[src/rtl/fpcvt_int_xfer_pkg.sv]
// rtl/fpcvt_int_xfer_pkg.sv - shared types and sizing for the FP-to-int result return stage
//
// Purpose : constants, queue entry type and pointer-width helper used by
//           fpcvt_int_xfer and fpcvt_xfer_fifo.
// Contents: LAT   - cycles from issue to result (in enabled cycles)
//           DEPTH - result queue entries (power of two, >= LAT)
//           TAGW  - destination tag width
//           PW    - queue pointer width (one extra wrap bit)
//           entry_t {data, alt, tag}

package fpcvt_int_xfer_pkg;

  localparam int LAT   = 2;
  localparam int DEPTH = 4;
  localparam int TAGW  = 9;

  // Pointers carry one bit beyond the index so full and empty are distinguishable.
  function automatic int ptr_w(input int depth);
    return $clog2(depth) + 1;
  endfunction

  localparam int PW = ptr_w(DEPTH);

  typedef struct packed {
    logic [63:0]     data;
    logic            alt;
    logic [TAGW-1:0] tag;
  } entry_t;

endpackage

[src/rtl/fpcvt_int_xfer_fifo.sv]
// rtl/fpcvt_int_xfer_fifo.sv - result queue between conversion capture and integer writeback
//
// Purpose : DEPTH-entry FIFO of entry_t with wrap-bit pointers.
// Ports   : i_clk, i_rst      - clock, async active-high reset
//           i_wr_en, i_wr_entry - capture request and entry
//           i_rd_en          - pop request (ignored when empty)
//           o_head           - entry at read pointer
//           o_empty, o_full  - queue status
//           o_count          - occupied entries

module fpcvt_xfer_fifo
  import fpcvt_int_xfer_pkg::*;
(
  input  logic          i_clk,
  input  logic          i_rst,
  input  logic          i_wr_en,
  input  entry_t        i_wr_entry,
  input  logic          i_rd_en,
  output entry_t        o_head,
  output logic          o_empty,
  output logic          o_full,
  output logic [PW-1:0] o_count
);

  localparam int AW = PW - 1;

  entry_t        r_mem [DEPTH];
  logic [PW-1:0] r_wr_ptr;
  logic [PW-1:0] r_rd_ptr;
  logic          w_do_rd;
  logic          w_do_wr;

  assign o_empty = (r_wr_ptr == r_rd_ptr);
  assign o_full  = (r_wr_ptr[AW] != r_rd_ptr[AW]) &&
                   (r_wr_ptr[AW-1:0] == r_rd_ptr[AW-1:0]);
  assign o_count = r_wr_ptr - r_rd_ptr;
  assign o_head  = r_mem[r_rd_ptr[AW-1:0]];

  // A write into a full queue is still legal when the head leaves the same
  // cycle: the freed slot is the one being written.
  assign w_do_rd = i_rd_en && !o_empty;
  assign w_do_wr = i_wr_en && (!o_full || w_do_rd);

  always_ff @(posedge i_clk or posedge i_rst) begin
    if (i_rst) begin
      r_wr_ptr <= '0;
      r_rd_ptr <= '0;
      for (int i = 0; i < DEPTH; i++) begin
        r_mem[i] <= '0;
      end
    end else begin
      if (w_do_wr) begin
        r_mem[r_wr_ptr[AW-1:0]] <= i_wr_entry;
        r_wr_ptr                <= r_wr_ptr + 1'b1;
      end
      if (w_do_rd) begin
        r_rd_ptr <= r_rd_ptr + 1'b1;
      end
    end
  end

endmodule

[src/rtl/fpcvt_int_xfer.sv]
// rtl/fpcvt_int_xfer.sv - return stage re-tagging FP-to-int results for integer writeback
//
// Purpose : tracks issued conversions through a LAT-stage {valid, tag} pipe,
//           captures the lane result when it emerges, queues it and presents
//           it to writeback with valid/ready. Issue is credit-gated so the
//           queue never overflows under back-pressure.
// Option  : define FPCVT_XFER_BYPASS_EN to present a capture into an empty
//           queue combinationally when writeback is ready (saves one cycle).
// Ports   : i_clk, i_rst        - clock, async active-high reset
//           i_cvt_issue, i_cvt_tag, i_cvt_clken - issue side of the FP lane
//           i_cvt_res, i_cvt_alt - lane result, LAT enabled cycles after issue
//           o_issue_ok          - a new conversion may issue this cycle
//           o_wb_valid, i_wb_ready, o_wb_data, o_wb_tag, o_wb_alt - writeback
//           o_err_ovf           - sticky protocol error (bad issue or dropped result)

module fpcvt_int_xfer
  import fpcvt_int_xfer_pkg::*;
(
  input  logic            i_clk,
  input  logic            i_rst,
  input  logic            i_cvt_issue,
  input  logic [TAGW-1:0] i_cvt_tag,
  input  logic            i_cvt_clken,
  input  logic [63:0]     i_cvt_res,
  input  logic            i_cvt_alt,
  output logic            o_issue_ok,
  output logic            o_wb_valid,
  input  logic            i_wb_ready,
  output logic [63:0]     o_wb_data,
  output logic [TAGW-1:0] o_wb_tag,
  output logic            o_wb_alt,
  output logic            o_err_ovf
);

  localparam logic [PW:0] DEPTH_W = (PW+1)'(DEPTH);

  logic [LAT-1:0]  r_pipe_vld;
  logic [TAGW-1:0] r_pipe_tag [LAT];
  logic            r_err_ovf;

  logic            w_capture;
  logic            w_bypass;
  logic            w_wr_en;
  logic            w_pop;
  logic            w_drop;
  logic            w_empty;
  logic            w_full;
  logic [PW-1:0]   w_count;
  logic [PW:0]     w_credit_used;
  entry_t          w_cap_entry;
  entry_t          w_head;

  // Latency pipe: frozen whenever the conversion unit is clock-gated, so an
  // issue presented while gated never enters it.
  always_ff @(posedge i_clk or posedge i_rst) begin
    if (i_rst) begin
      r_pipe_vld <= '0;
      for (int i = 0; i < LAT; i++) begin
        r_pipe_tag[i] <= '0;
      end
    end else if (i_cvt_clken) begin
      r_pipe_vld    <= {r_pipe_vld[LAT-2:0], i_cvt_issue};
      r_pipe_tag[0] <= i_cvt_tag;
      for (int i = 1; i < LAT; i++) begin
        r_pipe_tag[i] <= r_pipe_tag[i-1];
      end
    end
  end

  assign w_capture   = i_cvt_clken && r_pipe_vld[LAT-1];
  assign w_cap_entry = '{data: i_cvt_res, alt: i_cvt_alt, tag: r_pipe_tag[LAT-1]};

  // Credits count queued entries plus everything still in the pipe; a pop in
  // the current cycle is deliberately not credited to keep this registered-only.
  always_comb begin
    w_credit_used = {1'b0, w_count};
    for (int i = 0; i < LAT; i++) begin
      w_credit_used = w_credit_used + {{PW{1'b0}}, r_pipe_vld[i]};
    end
  end

  assign o_issue_ok = (w_credit_used < DEPTH_W);

`ifdef FPCVT_XFER_BYPASS_EN
  assign w_bypass = w_capture && w_empty && i_wb_ready;
`else
  assign w_bypass = 1'b0;
`endif

  assign w_wr_en = w_capture && !w_bypass;
  assign w_pop   = !w_empty && i_wb_ready;
  assign w_drop  = w_wr_en && w_full && !w_pop;

  fpcvt_xfer_fifo u_fifo (
    .i_clk      (i_clk),
    .i_rst      (i_rst),
    .i_wr_en    (w_wr_en),
    .i_wr_entry (w_cap_entry),
    .i_rd_en    (i_wb_ready),
    .o_head     (w_head),
    .o_empty    (w_empty),
    .o_full     (w_full),
    .o_count    (w_count)
  );

  assign o_wb_valid = !w_empty || w_bypass;
  assign o_wb_data  = w_bypass ? w_cap_entry.data : w_head.data;
  assign o_wb_tag   = w_bypass ? w_cap_entry.tag  : w_head.tag;
  assign o_wb_alt   = w_bypass ? w_cap_entry.alt  : w_head.alt;

  always_ff @(posedge i_clk or posedge i_rst) begin
    if (i_rst) begin
      r_err_ovf <= 1'b0;
    end else if ((i_cvt_issue && (!o_issue_ok || !i_cvt_clken)) || w_drop) begin
      r_err_ovf <= 1'b1;
    end
  end

  assign o_err_ovf = r_err_ovf;

endmodule
[config.mk]
export PLATFORM = sky130hd
export DESIGN_NAME = fpcvt_int_xfer
export DESIGN_NICKNAME = d
export VERILOG_FILES = /design/src/rtl/fpcvt_int_xfer_pkg.sv /design/src/rtl/fpcvt_int_xfer_fifo.sv /design/src/rtl/fpcvt_int_xfer.sv
export SDC_FILE = /design/constraint.sdc
export NUM_CORES = 1
export LEC_CHECK = 0
export BUFFER_PORTS_ARGS = -buffer_cell sky130_fd_sc_hd__buf_2
export CAP_MARGIN = 40
export CELL_PAD_IN_SITES_DETAIL_PLACEMENT = 0
export CELL_PAD_IN_SITES_GLOBAL_PLACEMENT = 2
export CORE_UTILIZATION = 40
export CTS_CLUSTER_DIAMETER = 150
export CTS_CLUSTER_SIZE = 40
export DETAILED_ROUTE_END_ITERATION = 10
export PLACE_DENSITY = 0.77
export SETUP_SLACK_MARGIN = 0.02
export SYNTH_ARGS = -nofsm -noshare
export SYNTH_HDL_FRONTEND = slang
export SYNTH_SLANG_ARGS = --single-unit
[constraint.sdc]
create_clock -name i_clk -period 9.4 [get_ports i_clk]
set_input_delay 0 -clock i_clk [delete_from_list [all_inputs] [get_ports i_clk]]
set_output_delay 0 -clock i_clk [all_outputs]
set_load 0.02 [all_outputs]
# Word level (Yosys, flattened, before mapping)
# Cells that the tools add are included.
[op_classes]
n_mux = 6
reduce_logical = 16
n_bitwise = 2
n_eq_ne = 3
n_lt_le_gt_ge = 4
add_sub_neg = 5
[op_table]
columns = ["operator", "n"]
rows = [
  ["$bwmux W296", 1],
  ["$mux W74", 3],
  ["$bmux W74 S2", 1],
  ["$demux W74 S2", 1],
  ["$logic_and A1 B1 Y1", 8],
  ["$add A3 B1 Y3 const B", 2],
  ["$ge A3 B3 Y1 const B", 2],
  ["$not A2 Y3", 2],
  ["$logic_not A1 Y1", 5],
  ["$add A3 B1 Y4", 1],
  ["$add A4 B1 Y4", 1],
  ["$lt A4 B3 Y1 const B", 1],
  ["$eq A3 B3 Y1", 1],
  ["$logic_or A1 B1 Y1", 3],
  ["$lt A3 B1 Y1 const B", 1],
  ["$sub A3 B3 Y3", 1],
  ["$eq A2 B2 Y1", 1],
  ["$ne A1 B1 Y1", 1],
]
[totals]
regBits = 323
wordCells = 54
inputBits = 79
output_inout_bits = 77

# Longest topological paths before layout
[depth]
ltp_word = 8
mapped_depth = 10
mapped_depth_nobuf = 7

# Modules after synthesis
# Synthesis repeated with hierarchy kept, for this count alone.
[hier_totals]
cells_unflattened = 818
hier_area_um2 = 15097.0
[modules_own_cells]
columns = ["module", "area_each_um2", "cells_each", "instances", "seq_area_each_um2"]
rows = [
  ["fpcvt_xfer_fifo", 14266.2, 764, 1, 7557.2],
  ["fpcvt_int_xfer", 830.8, 54, 1, 525.5],
]

# Worst setup path before layout
# Ideal clock, no wire load.
[synth_path]
path_kind = "register to register"
startpoint = "register u_fifo.r_rd_ptr[1]"
endpoint = "register u_fifo.r_mem[100] in the netlist's numbering"
n_path_buf = 5
path_stages_with_launch = 11
required_time_ps = 9275
setup_ps = 125
period_less_slack_ps = 2683
arrival_ps = 2558
slack_ps = 6717
cell_sequence = "dfrtp_1 clkbuf_1 buf_2 clkbuf_1 inv_1 ha_1 nand3b_1 o2111ai_1 buf_4 buf_6 mux2_2"
[synth_between]
elab_chain_cells = 5
word_cells_on_any_way = 8
cone_classes = "2 x eq/ne; 6 x reduce/logical"
[synth_rtl]
columns = ["item", "line", "rtl"]
rows = [
  ["start: declaration", "fpcvt_int_xfer_fifo.sv:29", "logic [PW-1:0] r_rd_ptr;"],
  ["start signal: assignment", "fpcvt_int_xfer_fifo.sv:57", "r_rd_ptr <= r_rd_ptr + 1'b1;"],
  ["$eq A3 B3 Y1 / $eq A2 B2 Y1 (equally long branches)", "fpcvt_int_xfer_fifo.sv:33, fpcvt_int_xfer_fifo.sv:35", ""],
  ["$logic_not A1 Y1 / $logic_and A1 B1 Y1 (equally long branches)", "fpcvt_int_xfer_fifo.sv:41, fpcvt_int_xfer_fifo.sv:34", ""],
  ["$logic_and A1 B1 Y1 / $logic_not A1 Y1 (equally long branches)", "fpcvt_int_xfer_fifo.sv:41, fpcvt_int_xfer_fifo.sv:42", ""],
  ["$logic_or A1 B1 Y1 *", "fpcvt_int_xfer_fifo.sv:42", "assign w_do_wr = i_wr_en && (!o_full || w_do_rd);"],
  ["$logic_and A1 B1 Y1 *", "fpcvt_int_xfer_fifo.sv:42", ""],
  ["end signal: indexed assignment", "fpcvt_int_xfer_fifo.sv:53", "r_mem[r_wr_ptr[AW-1:0]] <= i_wr_entry;"],
  ["end: declaration", "fpcvt_int_xfer_fifo.sv:27", "entry_t r_mem [DEPTH];"],
]
# Every way passes the cells marked *; elsewhere a longest branch is shown, timed or not.
# A chain may end at the register's enable or synchronous reset.

# Final worst setup path
[layout_path]
startpoint = "register u_fifo.r_rd_ptr[1]"
endpoint = "register u_fifo.r_mem[221] in the netlist's numbering"
# Same word-level chain as after synthesis.

==> metrics.md <==
| Metric | Value |
|---|---|
| CP delay by family, top | flip-flops |
| Seq cells post-synth | ~320 |
| P per Cell Area | 350 nW/µm² |
| Initial antenna violation count | 1 |
| Die footprint | 36500 µm² |
| Critical Path RT | 9810 ps |
| Register area share after synthesis | a little under three fifths |
| First-pass GRT wire length | 46500 µm |
| Crit path to | u_fifo.r_mem[221] |
| CP Max Fanout | 41 |
| Via density | 5.17 |
| Die Ht | around 190 µm |
| Syn avg cell area | 17.7 µm² |
| Die W | 191 µm |
| Initial Utilization | 41.0% |
| Most frequent cells in the layout | dfrtp_1, mux2_2, buf_2 |
| Final hold violation count | 0 |
| GRT Total Usage | approximately 16% |
| Hold crit path type | in2async |
| FF-to-FF Start | u_fifo.r_rd_ptr[1] |
| Clock slew at reported path FFs | around 140 ps |
| Slowest cell on the critical path | dfrtp_4 |
| Maximum capacitance violations | 0 |
| R2r setup slk | 5450 ps |
| FMAX | 253 MHz |
| Number of H-tree levels | 1 |
| Vias in the first global route | between 8000 and 9000 |
| Critical path depth in cells | 6 |
| Worst slew margin | 47.4% |
| Largest net degree at the start of global routing | 102 |
| Fin Clk Skew | 56.3 ps |
| Largest stage delay on the critical path | 950 ps |
| Worst-Margin Slew | 789 ps |
| Post-route setup TNS | 0 ps |
| First DRT Iteration DRCs | 279 |
| Layout cells sized above 1 | about 57% |
| Area Overhead vs Synth | 16.4% |
| WP buf/inv | 2 |
| Startpoint class of the critical path | flop |
| Max IR drop VDD | 0.000168 V |
| Routed len/inst | 19.4 µm |
| Vias | 7637 |
| Pins Over Slew Limit | 0 |
| Port Buffers | 155 |
| Crit. Startpoint | u_fifo.r_rd_ptr[1] |
| # rows | roughly 70 |
| Setup Buffers After CTS | 0 |
| Post_cts resized | 0 |
| Num CTS Buffers | 12 |
| Crit. End Element | flop |
| Post-Syn Instances | 809 |
| RSZ-0062 raised after global routing | no |
| CTS tree | done |
| Mapped Nets | around 900 |
| Most common cell after layout, fill and taps aside | dfrtp_1 |
| DRC | 0 |
| Reg-to-reg endpoint | u_fifo.r_mem[221] |
| First-pass DRT Iterations | 4 |
| Post-DP HPWL | 17500 µm |
| Final wirelength | 28700 µm |
| Count of cell types in the netlist | 30 |
| Synth warn | 0 |
| CP Class | reg2reg |
| Clock latency on the worst-skew pair | 510 ps |
| Longest Clk Path Bufs | 3 |
| Final core occ | 47.7% |
| Status | complete, no violations |
| Worst reg-to-reg path cell count | 6 |
| Min Tclk post-route | between 3000 and 4000 ps |
| CP Cell Sequence | inv_1, ha_1, nand3b_1, o2111a_4, buf_4, mux2_2 |
| Detail Route Antenna Nets | 0 |
| Clock sinks | roughly 320 |
| Leak | 7.31 nW |
| Period utilisation layout | 42.0% |
| Syn Std Cell Area | 14300 µm² |
| Grt total ovfl | 0 |
| Nets | 1107 |
| # hold bufs at CTS | 77 |
| # IOs | around 160 |
| Crit path DAT | 4360 ps |
| Final setup violation count | 0 |
| Root Buffer | clkbuf_16 |
| Routability Congestion | 0.711 |
| Core area | 34900 µm² |
## layout make-up
cell class,count,area (µm²)
Antenna cell,1,2.50
Clock buffer,14,329
Clock inverter,1,30.0
Fill cell,3067,18200
Inverter,7,33.8
Multi-Input combinational cell,427,5850
Sequential cell,323,8090
Tap cell,455,569
Timing Repair Buffer,248,1750
## through the flow
| stage | instance area [µm²] | total power, mW | setup slack [ps] | instances | hold WS (ps) |
|---|---|---|---|---|---|
| 2_1_floorplan | 14300 | 4.44 | 459 | 809 | 124 |
| 3_3_place_gp | 15400 | 5.12 | 5400 | 1379 | 186 |
| 3_5_place_dp | 15500 | 5.20 | 5360 | 1383 | 191 |
| 4_1_cts | 16600 | 5.92 | 5340 | 1475 | 129 |
| 5_1_grt | 16600 | 6.20 | 5190 | 1476 | 137 |
| 6_report | 16600 | 5.83 | 5450 | 1476 | 112 |
## sequential cells by signal (all words and copies together) (netlist names)
register,count
r_pipe_vld,2
r_pipe_tag,18
o_err_ovf,1
u_fifo.r_wr_ptr,3
u_fifo.r_mem,296
u_fifo.r_rd_ptr,3
## power breakdown
part | switching [mW] | internal, mW | leakage [nW]
sequential | 0.396 | 2.05 | 3.87
clock | 0.425 | 0.259 | 0.173
combinational | 1.22 | 1.48 | 3.26
## cell usage after synthesis (all sizes together)
master,instances,area share [%]
xor2,1,0.061
buf,47,2.7
fa,1,0.14
clkbuf,5,0.13
inv,7,0.18
o21ai,1,0.035
nand2b,1,0.044
dfrtp,323,56
a211o,1,0.061
nor2,2,0.052
o311ai,1,0.061
o2111ai,3,0.23
nand2,3,0.079
o2111a,1,0.079
nand3,1,0.035
a21oi,1,0.035
nor2b,1,0.044
o21bai,1,0.052
xnor2,6,0.42
ha,8,0.70
mux2,318,27
mux4,74,12
o211ai,1,0.052
nand3b,1,0.052
## logic make-up after synthesis
family                     after synthesis  synth area share (%)
xor gates and xnor gates                 7                 0.481
AOI/OAI and AO/OA                       10                 0.603
DFF                                    323                  56.5
buffers and inverters                   59                  3.03
muxes                                  392                  38.2
and+or+nand+nor                          9                 0.306
adders and majority gates                9                 0.839
## worst reg2reg max path, cell delays in order, from the launching register on
cell	delay [ps]
dfrtp_4	950
inv_1	190
ha_1	370
nand3b_1	370
o2111a_4	760
buf_4	760
mux2_2	450
## worst min path at each step
| stage | to | from | depth (start not counted) |
|---|---|---|---|
| global placement | u_fifo.r_mem[241] | i_rst | 2 |
| CTS | r_pipe_tag[15] | i_cvt_clken | 2 |
| floorplan | o_err_ovf | i_cvt_issue | 1 |
| global route | r_pipe_tag[14] | i_cvt_clken | 2 |
| finish | u_fifo.r_mem[19] | i_rst | 3 |
| detailed placement | u_fifo.r_mem[241] | i_rst | 2 |
## metal layers
metal / GRT usage (%) / wire length (µm) / part of all wire [%] / vias up
met5: 0 / 0 / 0 / -
met4: 2.53 / 288 / 1.0 / 0
met3: 2.57 / 1150 / 4.0 / 17
met2: 26.4 / 13800 / 48 / 110
met1: 23.0 / 13500 / 47 / 4106
li1: - / - / - / 3404
No activity file was read; power rests on OpenSTA's default activity.
